## src/rtl/esi_manifest_mmio_reader.sv

```systemverilog
// Read-only MMIO window onto the compressed ESI manifest: magic, header, then
// the manifest bytes packed little-endian into 64-bit words. Two-stage pipeline.
module esi_manifest_mmio_reader #(
  parameter int unsigned COMPRESSED_MANIFEST_SIZE = 1,
  parameter int unsigned ESI_VERSION              = 1
) (
  input  logic         clk,
  input  logic         rst,
  input  byte unsigned compressed_manifest [COMPRESSED_MANIFEST_SIZE],
  input  logic         req_valid,
  output logic         req_ready,
  input  logic [31:0]  req_addr,
  output logic         rsp_valid,
  input  logic         rsp_ready,
  output logic [63:0]  rsp_data,
  output logic         rsp_error
);

  localparam int unsigned NW       = (COMPRESSED_MANIFEST_SIZE + 7) / 8;
  localparam int unsigned IW       = (COMPRESSED_MANIFEST_SIZE > 1) ? $clog2(COMPRESSED_MANIFEST_SIZE) : 1;
  localparam logic [32:0] DATA_END = 33'(16) + 33'(8 * NW);
  localparam logic [63:0] MAGIC    = 64'h207D98E5_E5100E51;
  localparam logic [63:0] HEADER   = {32'(ESI_VERSION), 32'(COMPRESSED_MANIFEST_SIZE)};

  typedef enum logic [1:0] {
    REGION_MAGIC,
    REGION_HEADER,
    REGION_DATA,
    REGION_ERROR
  } region_e;

  logic        stall;
  region_e     req_region;
  logic [31:0] req_index;
  logic [31:0] byte_idx;
  logic [63:0] data_word;

  logic        s1_valid_q,  s1_valid_d;
  region_e     s1_region_q, s1_region_d;
  logic [31:0] s1_index_q,  s1_index_d;
  logic        rsp_valid_q, rsp_valid_d;
  logic [63:0] rsp_data_q,  rsp_data_d;
  logic        rsp_error_q, rsp_error_d;

  assign stall     = rsp_valid_q & ~rsp_ready;
  assign req_ready = ~stall;
  assign rsp_valid = rsp_valid_q;
  assign rsp_data  = rsp_data_q;
  assign rsp_error = rsp_error_q;

  // Range check is done in 33 bits so addresses near 2^32 cannot wrap into range.
  always_comb begin
    req_region = REGION_ERROR;
    req_index  = '0;
    if (req_addr[2:0] != 3'b000) begin
      req_region = REGION_ERROR;
    end else if (req_addr == 32'h0) begin
      req_region = REGION_MAGIC;
    end else if (req_addr == 32'h8) begin
      req_region = REGION_HEADER;
    end else if ({1'b0, req_addr} < DATA_END) begin
      req_region = REGION_DATA;
      req_index  = {3'b000, req_addr[31:3]} - 32'd2;
    end
  end

  always_comb begin
    data_word = '0;
    byte_idx  = '0;
    for (int unsigned i = 0; i < 8; i++) begin
      byte_idx = (s1_index_q << 3) + i;
      if (byte_idx < COMPRESSED_MANIFEST_SIZE) begin
        data_word[8*i +: 8] = compressed_manifest[byte_idx[IW-1:0]];
      end
    end
  end

  always_comb begin
    s1_valid_d  = s1_valid_q;
    s1_region_d = s1_region_q;
    s1_index_d  = s1_index_q;
    rsp_valid_d = rsp_valid_q;
    rsp_data_d  = rsp_data_q;
    rsp_error_d = rsp_error_q;
    if (!stall) begin
      s1_valid_d  = req_valid;
      s1_region_d = req_region;
      s1_index_d  = req_index;
      rsp_valid_d = s1_valid_q;
      rsp_error_d = 1'b0;
      rsp_data_d  = '0;
      if (s1_valid_q) begin
        case (s1_region_q)
          REGION_MAGIC:  rsp_data_d  = MAGIC;
          REGION_HEADER: rsp_data_d  = HEADER;
          REGION_DATA:   rsp_data_d  = data_word;
          default:       rsp_error_d = 1'b1;
        endcase
      end
    end
  end

  always_ff @(posedge clk) begin
    if (rst) begin
      s1_valid_q  <= 1'b0;
      s1_region_q <= REGION_ERROR;
      s1_index_q  <= '0;
      rsp_valid_q <= 1'b0;
      rsp_data_q  <= '0;
      rsp_error_q <= 1'b0;
    end else begin
      s1_valid_q  <= s1_valid_d;
      s1_region_q <= s1_region_d;
      s1_index_q  <= s1_index_d;
      rsp_valid_q <= rsp_valid_d;
      rsp_data_q  <= rsp_data_d;
      rsp_error_q <= rsp_error_d;
    end
  end

endmodule

```

## config.mk

```make
export PLATFORM = sky130hd
export DESIGN_NAME = esi_manifest_mmio_reader
export DESIGN_NICKNAME = d
export VERILOG_FILES = /design/src/rtl/esi_manifest_mmio_reader.sv
export SDC_FILE = /design/constraint.sdc
export NUM_CORES = 1
export LEC_CHECK = 0
export BUFFER_PORTS_ARGS = -buffer_cell sky130_fd_sc_hd__buf_4
export CAP_MARGIN = 20
export CORE_MARGIN = 2
export CORE_UTILIZATION = 47
export CTS_CLUSTER_DIAMETER = 60
export DETAILED_ROUTE_END_ITERATION = 7
export GPL_TIMING_DRIVEN = 1
export HOLD_SLACK_MARGIN = 0.03
export PLACE_DENSITY_LB_ADDON = 0.12
export SLEW_MARGIN = 20
export SYNTH_ARGS = -nofsm -noshare
export SYNTH_HDL_FRONTEND = slang
export SYNTH_SLANG_ARGS = --single-unit
```

## constraint.sdc

```tcl
create_clock -name clk -period 2.9 [get_ports clk]
set_input_delay 0.29 -clock clk [delete_from_list [all_inputs] [get_ports clk]]
set_output_delay 0.29 -clock clk [all_outputs]
set_load 0.02 [all_outputs]
```

; ---- Yosys cells after proc, flatten, opt, wreduce, memory -nomap -nowiden
; Index checks and enable logic that the tools add are counted.
[word_totals]
wordCells = 67
ff_bits = 98
[op_classes]
reduce_logical = 4
eq_ne = 3
bitwise_logic = 3
magnitude_cmp = 16
mux = 27
add_sub_neg = 8
[ops]
columns = cell, count
row1 = $lt A32 B1 Y1 const B, 8
row2 = $pmux W64 S3, 1
row3 = $add A32 B3 Y32 const B, 4
row4 = $mux W8, 15
row5 = $mux W29, 4
row6 = $add A32 B2 Y32 const B, 2
row7 = $mux W64, 1
row8 = $add A32 B1 Y32 const B, 1
row9 = $eq A32 B4 Y1 const B, 1
row10 = $logic_not A32 Y1, 1
row11 = $lt A32 B5 Y1 const B, 1
row12 = $sub A29 B2 Y29 const B, 1
row13 = $lt A1 B1 Y1 const B, 7
row14 = $mux W2, 3
row15 = $mux W1, 3
row16 = $reduce_bool A3 Y1, 1
row17 = $reduce_or A3 Y1, 1
row18 = $eq A2 B1 Y1 const B, 1
row19 = $eq A2 B2 Y1 const B, 1
row20 = $logic_not A2 Y1, 1
row21 = $not A1 Y1, 2
row22 = $and A1 B1 Y1, 1

; ---- Logic depth before layout (Yosys ltp)
[logic_depth]
ltp_word = 6
mapped_depth = 8
mapped_depth_nobuf = 7

; ---- Worst setup path before layout
; Ideal clock, no wire load.
[synth_timing]
path_kind = reg-to-reg
start = register rsp_valid_q (netlist: rsp_valid)
end = register rsp_data_q[1] (netlist: rsp_data[1])
n_path_buf = 2
path_slack_ns = 1.186
synth_period_minus_slack_ns = 1.714
arrival_ns = 1.655
path_stages_with_launch = 7
path_cell_list = dfxtp_1 nor2b_1 inv_1 clkbuf_1 nor2_1 clkbuf_1 a22o_1
[synth_via]
elab_chain_cells = 1
[synth_lines]
columns = element, line_no
row1 = "start, declared", 41  ; logic rsp_valid_q, rsp_valid_d;
row2 = "start signal, assigned", 115  ; rsp_valid_q <= rsp_valid_d;
row3 = $and A1 B1 Y1, 45  ; assign stall = rsp_valid_q & ~rsp_ready;
row4 = "end signal, assigned", 116  ; rsp_data_q <= rsp_data_d;
row5 = "end, declared", 42  ; logic [63:0] rsp_data_q, rsp_data_d;
; No other way between the ends.
; A chain may end at the register's enable or synchronous reset.

; ---- Worst setup path after layout
[layout_timing]
start = register rsp_valid_q (netlist: rsp_valid)
end = register s1_index_q[3]
[layout_via]
elab_chain_cells = 1
[layout_lines]
columns = element, line_no
row1 = $and A1 B1 Y1, 45
row2 = "end signal, assigned", 114  ; s1_index_q <= s1_index_d;
row3 = "end, declared", 40  ; logic [31:0] s1_index_q, s1_index_d;
; No other way between the ends.

==> impl_results.html <==
<table>
<tr><th>Metric</th><th>Value</th></tr>
<tr><th colspan="2">Clocking</th></tr>
<tr><td>Setup bufs post-CTS</td><td>0</td></tr>
<tr><td>Max Buffers Root-to-Sink</td><td>2</td></tr>
<tr><td>Worst skew pair latency</td><td>290 ps</td></tr>
<tr><td>Root buffer selected by CTS</td><td>sky130_fd_sc_hd__clkbuf_8</td></tr>
<tr><td>TritonCTS Sinks</td><td>44</td></tr>
<tr><td>TritonCTS Buffers</td><td>5</td></tr>
<tr><td>Maximum level of the CTS H-tree</td><td>2</td></tr>
<tr><td>CTS tree</td><td>done</td></tr>
<tr><td>Count of hold buffers inserted by post-cts repair</td><td>0</td></tr>
<tr><td>CTS clock-pin slew for the worst setup and hold paths</td><td>~80 ps</td></tr>
<tr><td>Total of cells resized after clock tree synthesis</td><td>0</td></tr>
<tr><th colspan="2">Timing</th></tr>
<tr><td>Max_slew headroom</td><td>0.558</td></tr>
<tr><td>Number of slew-limit violations in the final report</td><td>0</td></tr>
<tr><td>Fin Clk Skew</td><td>just over 4 ps</td></tr>
<tr><td>Final Hold Vio Count</td><td>0</td></tr>
<tr><td>Clock period minus final worst setup slack</td><td>between 1500 and 2000 ps</td></tr>
<tr><td>Count of endpoints failing setup in the final report</td><td>0</td></tr>
<tr><td>Setup Total Neg Slack</td><td>0 ps</td></tr>
<tr><td>Hold Worst Slack</td><td>208 ps</td></tr>
<tr><td>RSZ-0062 raised after global routing</td><td>false</td></tr>
<tr><td>Worst-margin pin slew</td><td>662 ps</td></tr>
<tr><td>Fmax</td><td>approximately 530 MHz</td></tr>
<tr><td>Final cycle utilization of the critical path</td><td>0.653</td></tr>
<tr><th colspan="2">Power and ir drop</th></tr>
<tr><td>Combinational cell fraction of total power</td><td>0.116</td></tr>
<tr><td>Overall power of the completed layout</td><td>1090 µW</td></tr>
<tr><td>Net switching power of the design</td><td>~270 µW</td></tr>
<tr><td>Leak</td><td>0.00123 µW</td></tr>
<tr><td>Peak supply drop</td><td>~0.00023 V</td></tr>
<tr><td>Switching power share of the total</td><td>0.251</td></tr>
<tr><td>Relative contribution of the clock network to total power</td><td>0.328</td></tr>
<tr><td>Part of the total power dissipated in sequential elements</td><td>0.556</td></tr>
<tr><td>Internal Power</td><td>819 µW</td></tr>
<tr><td>Pwr dens</td><td>422 nW/µm²</td></tr>
<tr><th colspan="2">Setup path</th></tr>
<tr><td>Critical-path cell list</td><td>nor2b_1, inv_1, nand4_1, nor4_4, nand2_1, a21oi_1</td></tr>
<tr><td>Required @ worst endpoint</td><td>3120 ps</td></tr>
<tr><td>Max stage delay cell, worst path</td><td>sky130_fd_sc_hd__nand2_1</td></tr>
<tr><td>Crit Reg-Reg Startpoint</td><td>rsp_valid$_SDFFE_PP0N_</td></tr>
<tr><td>Worst setup startpoint</td><td>rsp_valid$_SDFFE_PP0N_</td></tr>
<tr><td>Path type of the worst setup path</td><td>reg -&gt; reg</td></tr>
<tr><td>Crit-path max FO</td><td>12</td></tr>
<tr><td>Kind of cell adding the most delay to the critical path</td><td>simple AND/OR/NAND/NOR gates</td></tr>
<tr><td>Endpoint arrival time on the critical path</td><td>2120 ps</td></tr>
<tr><td>Count of buffer and inverter cells on the critical path</td><td>1</td></tr>
<tr><td>CP startpoint kind</td><td>flip-flop</td></tr>
<tr><td>Critical Path End Type</td><td>flip-flop</td></tr>
<tr><td>CP max stage delay</td><td>360 ps</td></tr>
<tr><th colspan="2">Run</th></tr>
<tr><td>Max-capacitance violation count</td><td>0</td></tr>
<tr><th colspan="2">Synth</th></tr>
<tr><td>Synthesis Warnings</td><td>0</td></tr>
<tr><td>Total of flip-flops plus latches after synthesis</td><td>44</td></tr>
<tr><td>Number of enable flip-flop cells after synthesis</td><td>0</td></tr>
<tr><td>Ys async rst share</td><td>0</td></tr>
<tr><td>Mapped cell area</td><td>2170 µm²</td></tr>
<tr><td>Mapped Cells</td><td>250</td></tr>
<tr><td>Synthesized area per cell</td><td>8.67 µm²</td></tr>
<tr><td>Number of distinct standard cells referenced by the synthesized netlist</td><td>34</td></tr>
<tr><td>Synth Flop Type</td><td>sky130_fd_sc_hd__dfxtp_1</td></tr>
<tr><td>Sequential share of the synthesized area</td><td>0.406</td></tr>
<tr><th colspan="2">Placed design</th></tr>
<tr><td>Total instance count after detailed placement</td><td>between 300 and 400</td></tr>
<tr><td>Quantity of I/O buffers inserted on ports</td><td>78</td></tr>
<tr><td>Placed inst area</td><td>~2500 µm²</td></tr>
<tr><td>Final GP Congestion</td><td>0.725</td></tr>
<tr><td>Detailed Place HPWL</td><td>roughly 3.1 mm</td></tr>
<tr><th colspan="2">Global route</th></tr>
<tr><td>Largest net degree at the start of global routing</td><td>25</td></tr>
<tr><td>Gr ovfl total</td><td>0</td></tr>
<tr><td>Vias in the first global route</td><td>around 1500</td></tr>
<tr><td>Wire length of the first global-routing pass</td><td>approximately 7.0 mm</td></tr>
<tr><td>Total global-route track usage</td><td>0.168</td></tr>
<tr><td>Number of antenna violations at the first check in global routing</td><td>0</td></tr>
<tr><th colspan="2">Finish</th></tr>
<tr><td>Filler cell count in the final layout</td><td>417</td></tr>
<tr><td>Area added between synthesis and finish</td><td>19.5%</td></tr>
<tr><td>Post-route cell area</td><td>around 2600 µm²</td></tr>
<tr><td>Final std cells w/o fill</td><td>358</td></tr>
<tr><td>Fin nets</td><td>between 300 and 400</td></tr>
<tr><td>Share of final-layout standard cells stronger than drive strength 1</td><td>0.340</td></tr>
<tr><td>Antenna diode instance count</td><td>0</td></tr>
<tr><td>Most frequent cells in the layout</td><td>sky130_fd_sc_hd__buf_4, sky130_fd_sc_hd__dfxtp_1, sky130_fd_sc_hd__nand2_1</td></tr>
<tr><td>Most frequent standard cell in the layout excluding fill and tap cells</td><td>sky130_fd_sc_hd__buf_4</td></tr>
<tr><th colspan="2">Outcome</th></tr>
<tr><td>Run status</td><td>finished clean</td></tr>
<tr><th colspan="2">Floorplanning</th></tr>
<tr><td>I/O pins</td><td>between 100 and 150</td></tr>
<tr><td>Die X</td><td>71.9 µm</td></tr>
<tr><td>Placeable core region</td><td>4410 µm²</td></tr>
<tr><td>Cell Rows</td><td>24</td></tr>
<tr><td>Area of the die</td><td>5170 µm²</td></tr>
<tr><td>Initial Util</td><td>0.491</td></tr>
<tr><td>Height of the die</td><td>71.9 µm</td></tr>
<tr><th colspan="2">Detailed routing</th></tr>
<tr><td>Final routed wire length divided by cell count</td><td>11.6 µm</td></tr>
<tr><td>Vias per std cell</td><td>4.80</td></tr>
<tr><td>Number of vias after detailed routing</td><td>1720</td></tr>
<tr><td>Number of nets with antenna violations after detailed routing</td><td>0</td></tr>
<tr><td>Number of DRC markers after the initial detailed-route iteration</td><td>77</td></tr>
<tr><td>DRT Pass-1 Iters</td><td>4</td></tr>
<tr><td>Detailed-route DRC error count</td><td>0</td></tr>
<tr><td>Final wirelength</td><td>4.17 mm</td></tr>
<tr><th colspan="2">Hold path</th></tr>
<tr><td>Hold path start</td><td>compressed_manifest[7]</td></tr>
<tr><td>Worst min-delay path class</td><td>in -&gt; reg</td></tr>
</table>
[worst reg2reg max path, cell delays in order, from the launching register on]
cell and delay, ps:
sky130_fd_sc_hd__dfxtp_1 320, sky130_fd_sc_hd__nor2b_1 140, sky130_fd_sc_hd__inv_1 260, sky130_fd_sc_hd__nand4_1 200, sky130_fd_sc_hd__nor4_4 340, sky130_fd_sc_hd__nand2_1 360, sky130_fd_sc_hd__a21oi_1 220
[layer usage]
layer / vias up / global-route usage / part of all wire / wire [µm]
li1: 873 / - / - / -
met3: 4 / 0.0556 / 0.10 / 417
met4: 0 / 0.0440 / 0.0070 / 29
met5: - / 0 / 0 / 0
met1: 763 / 0.204 / 0.42 / 1760
met2: 80 / 0.287 / 0.47 / 1960
[layout make-up]
cell class / instances / area (µm²) / area share
clock buffers: 5 / 68.8 / 0.0266
flip-flops and latches: 44 / 881 / 0.340
well taps: 52 / 65.1 / 0.0251
clock inverters: 2 / 12.5 / 0.00483
multi-input cells: 169 / 937 / 0.362
repair buffers: 81 / 608 / 0.235
inverters: 5 / 18.8 / 0.00724
[power groups by stage]
| stage | registers, µW | clock network [µW] | logic [µW] |
|---|---|---|---|
| final | 608 | 359 | 127 |
| after global routing | 608 | 398 | 139 |
| after CTS | 608 | 372 | 127 |
| after detailed placement | 622 | 0 | 127 |
| after global placement | 622 | 0 | 126 |
| after floorplan | 623 | 0 | 97.5 |
[final timing paths]
| check | endpoint | slack, ps | cells past startpoint |
|---|---|---|---|
| setup / recovery | s1_index_q[3]$_SDFFE_PP0N_ | 1010 | 6 |
| hold / removal | rsp_data[7]$_SDFFE_PP0N_ | 210 | 2 |
| setup reg to reg | s1_index_q[3]$_SDFFE_PP0N_ | 1010 | 6 |
| hold reg to reg | s1_index_q[24]$_SDFFE_PP0N_ | 450 | 2 |
[Yosys cell counts, types with 3 or more instances]
| master | number | area, µm² |
|---|---|---|
| sky130_fd_sc_hd__nand4_1 | 6 | 37.5 |
| sky130_fd_sc_hd__a21oi_1 | 18 | 90.1 |
| sky130_fd_sc_hd__dfxtp_1 | 44 | 881 |
| sky130_fd_sc_hd__o21ai_0 | 3 | 15.0 |
| sky130_fd_sc_hd__clkbuf_1 | 7 | 26.3 |
| sky130_fd_sc_hd__inv_1 | 5 | 18.8 |
| sky130_fd_sc_hd__ha_1 | 3 | 37.5 |
| sky130_fd_sc_hd__a221oi_1 | 3 | 26.3 |
| sky130_fd_sc_hd__nand2_1 | 38 | 143 |
| sky130_fd_sc_hd__a22o_1 | 5 | 43.8 |
| sky130_fd_sc_hd__nor4_1 | 8 | 50.1 |
| sky130_fd_sc_hd__nand2_2 | 10 | 62.6 |
| sky130_fd_sc_hd__nor3_1 | 5 | 25.0 |
| sky130_fd_sc_hd__nor2_1 | 16 | 60.1 |
| sky130_fd_sc_hd__nor4_4 | 3 | 63.8 |
| sky130_fd_sc_hd__buf_4 | 54 | 405 |
[sequential cells by signal (all words and copies together) (netlist names)]
name         count
s1_region_q      2
rsp_error        1
s1_valid_q       1
rsp_data        10
rsp_valid        1
s1_index_q      29
[logic make-up (layout without fill, tap and decap cells)]
group | count (synthesis) | after routing | share of synthesized area
AOI/OAI and AO/OA | 34 | 34 | 0.103
xor gates and xnor gates | 2 | 2 | 0.00808
adders and majority gates | 3 | 3 | 0.0173
buffers and inverters | 68 | 93 | 0.215
DFF | 44 | 44 | 0.406
other | 1 | 32 | 0.00173
and+or+nand+nor | 98 | 98 | 0.248
[per-stage QoR]
stage	setup WS, ps	util
floorplan	1190	-
global placement	987	0.569
detailed placement	934	0.569
CTS	996	0.587
global route	782	0.587
finish	1010	0.587
Power figures use the tool's default switching activity.
